**src/rtl/sprite_compositor_pkg.sv**
```systemverilog
// Shared constants for the sprite path.
// Holds the sprite memory address width, pixel width, colour key, background
// colour and sprite-sheet width. The per-object address generators use the
// same package, so these values must stay consistent across that path.
package sprite_compositor_pkg;

    localparam int ADDR_W  = 17;
    localparam int PIX_W   = 12;
    localparam int SHEET_W = 320;

    localparam logic [PIX_W-1:0] KEY_RGB = 12'hF0F;
    localparam logic [PIX_W-1:0] BG_RGB  = 12'h000;

endpackage

```
**src/rtl/obj_priority_mux.sv**
```systemverilog
// Combinational fixed-priority selector over the object request inputs.
// Index 0 has the highest priority.
// Ports:
//   obj_en   : per-object hit flags
//   obj_addr : packed per-object addresses, object i at [i*ADDR_W +: ADDR_W]
//   sel_hit  : at least one object is requesting
//   sel_addr : address of the winning object, 0 when nothing hits
module obj_priority_mux #(
    parameter int N_OBJ  = 4,
    parameter int ADDR_W = sprite_compositor_pkg::ADDR_W
) (
    input  logic [N_OBJ-1:0]        obj_en,
    input  logic [N_OBJ*ADDR_W-1:0] obj_addr,
    output logic                    sel_hit,
    output logic [ADDR_W-1:0]       sel_addr
);

    // Scan from the lowest priority upward so the lowest set index wins.
    always_comb begin
        sel_hit  = 1'b0;
        sel_addr = '0;
        for (int i = N_OBJ - 1; i >= 0; i--) begin
            if (obj_en[i]) begin
                sel_hit  = 1'b1;
                sel_addr = obj_addr[i*ADDR_W +: ADDR_W];
            end
        end
    end

endmodule

```
**src/rtl/sprite_compositor.sv**
```systemverilog
// Sprite pixel compositor.
// Selects the highest-priority active object, reads its pixel from the
// external synchronous sprite ROM, applies colour-key transparency and
// registers the 12-bit RGB output. The VGA syncs and valid flag travel with
// the pixel, so colour and sync always line up at the output.
// Ports:
//   clk, rst        : clock, asynchronous active-high reset
//   pclk_en         : pixel strobe, the pipeline advances only when high
//   valid_in        : active-video flag
//   hsync_in/vsync_in : active-low syncs
//   obj_en/obj_addr : per-object hit flags and packed addresses
//   mem_addr        : sprite ROM read address
//   mem_data        : sprite ROM read data, one clk of latency
//   vga_rgb         : {R,G,B} 4 bits each
//   hsync_out/vsync_out/valid_out : syncs and valid aligned to vga_rgb
module sprite_compositor #(
    parameter int                N_OBJ   = 4,
    parameter int                ADDR_W  = sprite_compositor_pkg::ADDR_W,
    parameter logic [11:0]       KEY_RGB = sprite_compositor_pkg::KEY_RGB,
    parameter logic [11:0]       BG_RGB  = sprite_compositor_pkg::BG_RGB
) (
    input  logic                    clk,
    input  logic                    rst,
    input  logic                    pclk_en,
    input  logic                    valid_in,
    input  logic                    hsync_in,
    input  logic                    vsync_in,
    input  logic [N_OBJ-1:0]        obj_en,
    input  logic [N_OBJ*ADDR_W-1:0] obj_addr,
    output logic [ADDR_W-1:0]       mem_addr,
    input  logic [11:0]             mem_data,
    output logic [11:0]             vga_rgb,
    output logic                    hsync_out,
    output logic                    vsync_out,
    output logic                    valid_out
);

    import sprite_compositor_pkg::*;

    logic              sel_hit;
    logic [ADDR_W-1:0] sel_addr;

    logic              hit_p0, vld_p0, hs_p0, vs_p0;
    logic              hit_p1, vld_p1, hs_p1, vs_p1;
    logic [PIX_W-1:0]  pix_p1;
    logic              strb_d1;
    logic [PIX_W-1:0]  rom_pix;

    function automatic logic [PIX_W-1:0] resolve_pix(
        input logic             vld,
        input logic             hit,
        input logic [PIX_W-1:0] pix
    );
        if (!vld)
            return '0;
        else if (!hit || pix == KEY_RGB)
            return BG_RGB;
        else
            return pix;
    endfunction

    // Outside active video the object requests are meaningless; gate them off.
    obj_priority_mux #(
        .N_OBJ  (N_OBJ),
        .ADDR_W (ADDR_W)
    ) u_mux (
        .obj_en   (obj_en & {N_OBJ{valid_in}}),
        .obj_addr (obj_addr),
        .sel_hit  (sel_hit),
        .sel_addr (sel_addr)
    );

    // The ROM samples mem_addr on every clk edge, so on the edge right after
    // a strobe its output belongs to the pixel that strobe moved into S1.
    // pix_p1 captures it there and holds it across strobe gaps. When strobes
    // are back to back, the S2 load happens on that same edge, so the ROM
    // output is used directly instead of the not-yet-updated pix_p1.
    assign rom_pix = strb_d1 ? mem_data : pix_p1;

    always_ff @(posedge clk or posedge rst) begin
        if (rst) begin
            hit_p0    <= 1'b0;
            vld_p0    <= 1'b0;
            hs_p0     <= 1'b1;
            vs_p0     <= 1'b1;
            mem_addr  <= '0;
            hit_p1    <= 1'b0;
            vld_p1    <= 1'b0;
            hs_p1     <= 1'b1;
            vs_p1     <= 1'b1;
            pix_p1    <= '0;
            strb_d1   <= 1'b0;
            vga_rgb   <= '0;
            valid_out <= 1'b0;
            hsync_out <= 1'b1;
            vsync_out <= 1'b1;
        end else begin
            strb_d1 <= pclk_en;
            if (strb_d1)
                pix_p1 <= mem_data;
            if (pclk_en) begin
                // S0: select
                hit_p0    <= sel_hit;
                mem_addr  <= sel_addr;
                vld_p0    <= valid_in;
                hs_p0     <= hsync_in;
                vs_p0     <= vsync_in;
                // S1: fetch
                hit_p1    <= hit_p0;
                vld_p1    <= vld_p0;
                hs_p1     <= hs_p0;
                vs_p1     <= vs_p0;
                // S2: resolve
                vga_rgb   <= resolve_pix(vld_p1, hit_p1, rom_pix);
                valid_out <= vld_p1;
                hsync_out <= hs_p1;
                vsync_out <= vs_p1;
            end
        end
    end

endmodule

```
**config.mk**
```make
export PLATFORM = sky130hd
export DESIGN_NAME = sprite_compositor
export DESIGN_NICKNAME = d
export VERILOG_FILES = /design/src/rtl/sprite_compositor_pkg.sv /design/src/rtl/obj_priority_mux.sv /design/src/rtl/sprite_compositor.sv
export SDC_FILE = /design/constraint.sdc
export NUM_CORES = 1
export LEC_CHECK = 0
export ABC_AREA = 1
export BUFFER_PORTS_ARGS = -buffer_cell sky130_fd_sc_hd__buf_2
export CAP_MARGIN = 20
export CORE_UTILIZATION = 40
export CTS_CLUSTER_SIZE = 24
export DETAILED_ROUTE_END_ITERATION = 7
export GPL_ROUTABILITY_DRIVEN = 0
export PLACE_DENSITY = 0.74
export SYNTH_ARGS = -nofsm -noshare
export SYNTH_HDL_FRONTEND = slang
export SYNTH_HIERARCHICAL = 1
export SYNTH_SLANG_ARGS = --single-unit
```
**constraint.sdc**
```tcl
create_clock -name clk -period 2.27 [get_ports clk]
set_clock_uncertainty 0.2 [all_clocks]
set_input_delay 0.454 -clock clk [delete_from_list [all_inputs] [get_ports clk]]
set_output_delay 0.454 -clock clk [all_outputs]
set_load 0.01 [all_outputs]
```
### Word-level counts from Yosys, hierarchy flattened

Cells that the tools add are included.
W data, S select, Z words.

| operators by class | value |
|---|---|
| eq/ne operators | 1 |
| multiplexer cells | 11 |
| bitwise operators | 1 |
| reduce and logical (&&, ||, !) cells | 2 |

Operator list:

| kind | number |
|---|---|
| $mux W17 | 4 |
| $mux W12 | 3 |
| $eq A12 B12 Y1 const B | 1 |
| $and A4 B4 Y4 | 1 |
| $mux W1 | 4 |
| $logic_not A1 Y1 | 1 |
| $logic_or A1 B1 Y1 | 1 |

| storage, ports and cells | value |
|---|---|
| register bits after elaboration | 53 |
| input port bits | 90 |
| output and inout port bits | 32 |
| logic and storage cells | 30 |

### Longest topological paths before layout

| logic depth | value |
|---|---|
| depth after elaboration | 5 |
| mapped depth | 11 |
| gate-level depth less buffers | 9 |

### By module

The synthesis kept the hierarchy.

Modules (own cells, without submodules):

| module | times used | cells an instance | area an instance (um^2) | sequential area each (um^2) |
|---|---|---|---|---|
| sprite_compositor | 1 | 260 | 2214.6 | 1333.8 |
| obj_priority_mux | 1 | 153 | 733.2 | 0.0 |

### Worst setup path before layout

Ideal clock, no wire load.

| path | value |
|---|---|
| path kind | reg-to-reg |
| from | register strb_d1 |
| to | register vga_rgb[0] |
| library setup time | 0.117 ns |
| arrival time | 1.239 ns |
| required time | 1.953 ns |
| slack | 0.714 ns |
| stages on the path, launching flop included | 11 |
| path buffers | 2 |
| clock period less this slack | 1.556 ns |
| cell sequence | dfrtp_1 inv_1 buf_6 nand2_1 nand2_2 nand2_1 nor2_1 nand3_2 buf_6 nand3_1 nand2_1 |

| on the way | value |
|---|---|
| word-level cells in the longest chain between the ends | 5 |

RTL lines:

| item | line | text |
|---|---|---|
| start, declared | sprite_compositor.sv:46 | `logic strb_d1;` |
| start signal, assigned | sprite_compositor.sv:98 | `strb_d1 <= pclk_en;` |
| $mux W12 | n/a |  |
| named net rom_pix[10] | sprite_compositor.sv:47 | `logic [PIX_W-1:0] rom_pix;` |
| $eq A12 B12 Y1 | sprite_compositor.sv:56 | `else if (!hit \|\| pix == KEY_RGB)` |
| $logic_or A1 B1 Y1 | sprite_compositor.sv:56 |  |
| $mux W12 | sprite_compositor.sv:56 |  |
| $mux W12 | sprite_compositor.sv:54 | `if (!vld)` |
| end signal, assigned | sprite_compositor.sv:114 | `vga_rgb <= resolve_pix(vld_p1, hit_p1, rom_pix);` |
| end, declared | sprite_compositor.sv:32 | `output logic [11:0] vga_rgb,` |

The timed path passes the listed nets, and every way through them passes these cells.
A chain may end at the register's enable or synchronous reset.

### Worst setup path in the final report

| path | value |
|---|---|
| from | register strb_d1 |
| to | register vga_rgb[7] |

Same word-level chain as after synthesis.

==> impl_results.md <==
- Status: complete, no violations
- Netlist Area Pre-Place: 2950 um^2
- Initial Util: 0.425
- Register area share after synthesis: 0.452
- Share of layout cells above drive strength 1: 0.307
- Most frequent cell on the critical path: nand2_1
- Largest area contributor in the synthesized netlist: dfrtp_1
- Fin crit share: 0.844
- Routed vias: 2831
- Final Hold Viols: 0
- Cells after Synth: between 400 and 500
- I/O Buffers: roughly 120
- Most flop-heavy register: mem_addr
- Min-delay worst type: primary input to flip-flop
- VDD IR-drop max: 0.267 mV
- Num CTS Buffers: 5
- Final TNS setup: 0 ns
- H-tree level count: 2
- Setup crit start kind: flip-flop
- Cell Rows: 30
- Critical path type: flip-flop to flip-flop
- Biggest regs: mem_addr x17, pix_p1 x12, vga_rgb x12
- # fillers: 726
- Syn_nets: a little over 500
- Post_cts resized: 0
- Pin slew with the least headroom to its limit: 0.509 ns
- Skew-Pair Late Insertion Delay: 0.30 ns
- Placed instance area: 3550 um^2
- CTS sink count: 53
- Net switching power: between 600 and 700 uW
- Sequential power share: 0.521
- Initial detailed-routing violation count: between 100 and 150
- CP Buf/Inv Count: 1
- Root Driver: clkbuf_8
- GRT Total Usage: 0.200
- Syn_area_per_cell: between 7 and 8 um^2
- Core ar.: slightly below 7000 um^2
- Multi-input logic area: about 1300 um^2
- Tmin final: around 1.9 ns
- PD cells: between 500 and 600 nW/um^2
- Critical-path cell list: inv_1 > nand2_1 > nand2_1 > nand2_1 > nor2_1 > nand3_2 > nand3_1 > nand2_1
- Final wirelength: 7080 um
- DR WL/cell: 11.4 um
- Vias per cell: 4.56
- Comb pwr share: 0.225
- Util after Layout: 0.525
- Post-route ant nets: 0
- Most frequent cells in the layout: 202 x nand2_1, 121 x buf_2, 47 x dfrtp_1, 32 x nor2_1, 27 x nand3_1
- RSZ-0062 raised after global routing: no
- TritonCTS clock tree: done
- CP Max Fanout: 12
- Clock-pin slew on the worst setup and hold paths: 0.10 ns
- Max_cap viols: 0
- Element type at the critical path end: flip-flop
- Max Fclk: 522 MHz
- Register area: approximately 1300 um^2
- Leak: 0.00215 uW
- Clk buf depth: 2
- Netlist cell types: 21
- First-pass GRT wire length: 12400 um
- P_int: roughly 1500 uW
- Share of the synthesized area in the top cell type: 0.399
- CP peak stage delay: 0.39 ns
- Delay-heaviest family, CP: simple AND/OR/NAND/NOR gates
- Layout area overhead: 23.7%
- First-pass DRT Iterations: 4
- Worst EP required: roughly 2.3 ns
- Pwr Total: 2100 uW
- Diode count: 0
- Max FFs per register: 17
- Design area: 3650 um^2
- Final setup margin: 0.355 ns
- Sw frac: 0.306
- Most common cell after layout, fill and taps aside: nand2_1
- Synth area leaders: dfrtp_1 40%, nand2_1 26%, dfstp_2 5.3%
- Initial antenna violation count: 0
- Syn. warnings: 6
- Fin. max-slew vios: 0
- Clock power share: 0.254
- Largest net degree at the start of global routing: between 50 and 60
- FF+latch count, synth: 53
- Fin nets: a little over 600
- Die W: roughly 90 um
- Vias in the first global route: 2932
- Total grt overflow: 0
- DIE HEIGHT: 87.8 um
- DP Worst Slack: 0.309 ns
- Die area: 7720 um^2
- Num ports: roughly 120
- Crit-path slowest cell: dfrtp_1
- Crit path DAT: 1.91 ns
- DRC viols: 0
- Final setup fails: 0
- Post-DP HPWL: 5330 um
- Slew HR: 0.660
## worst paths after layout
path	startpoint	end	slack (ns)	cells past startpoint
max	strb_d1$_DFF_PP0_	vga_rgb[7]$_DFFE_PP0P_	0.35	8
min reg2reg	vsync_out$_DFFE_PP1P_	vsync_out$_DFFE_PP1P_	0.27	2
min in group asynchronous	rst	vga_rgb[3]$_DFFE_PP0P_	0.53	4
min	vsync_in	vs_p0$_DFFE_PP1P_	0.17	3
max reg2reg	strb_d1$_DFF_PP0_	vga_rgb[7]$_DFFE_PP0P_	0.35	8
max in group asynchronous	rst	hsync_out$_DFFE_PP1P_	1.02	4
## final cells by class
cell class / instances / area share
Inverter: 24 / 0.0281
Timing Repair Buffer: 128 / 0.191
Multi-Input combinational cell: 312 / 0.357
Tap cell: 96 / 0.0329
Clock buffer: 5 / 0.0189
Clock inverter: 3 / 0.00583
Sequential cell: 53 / 0.366
## metrics by stage
step / instances / hold slack, ns
final: 621 / 0.165
after global routing: 621 / 0.162
after CTS: 621 / 0.159
after detailed placement: 612 / 0.253
after global placement: 612 / 0.251
after floorplan: 413 / 0.248
## worst reg2reg max path, cell delays in order, from the launching register on
cell and delay (ns):
dfrtp_1 0.39, inv_1 0.29, nand2_1 0.13, nand2_1 0.13, nand2_1 0.06, nor2_1 0.13
nand3_2 0.26, nand3_1 0.17, nand2_1 0.06
## power groups by stage
stage	Combinational, uW	Sequential (uW)	Clock [uW]
after floorplan	271	1130	0
after global placement	466	1110	0
after detailed placement	476	1110	0
after CTS	478	1100	557
after global routing	542	1110	597
final	473	1100	535
## per-layer routing
layer  part of all wire  GRT usage  up-vias
li1                   -          -     1484
met1               0.44      0.228     1241
met2               0.49      0.378      104
met3              0.067     0.0405        2
met4             0.0017     0.0537        0
met5                  0          0        -
## kinds of logic after synthesis
group	synth area share
compound gates	0.0577
simple gates	0.384
buf+inv	0.106
flops	0.452
## synth_stat cells
| master | instances |
|---|---|
| a21oi_1 | 25 |
| clkbuf_1 | 5 |
| inv_8 | 1 |
| nand2_1 | 202 |
| nand3_1 | 27 |
| inv_6 | 1 |
| o21ai_0 | 8 |
| nand2_2 | 3 |
| buf_12 | 1 |
| nand3_2 | 3 |
| dfstp_2 | 6 |
| nor2_2 | 11 |
| dlygate4sd1_1 | 1 |
| dfrtp_1 | 47 |
| buf_6 | 10 |
| buf_4 | 3 |
| buf_2 | 3 |
| inv_1 | 22 |
| nor2_1 | 32 |
| dlymetal6s2s_1 | 1 |
| o21ai_1 | 1 |
## repair_timing
action	CTS	global route
setup buffers	0	0
endpoints found under the setup margin	0	0
hold buffers	1	0
endpoints found under the hold margin	45	0
(Power assumes the default switching activity.)
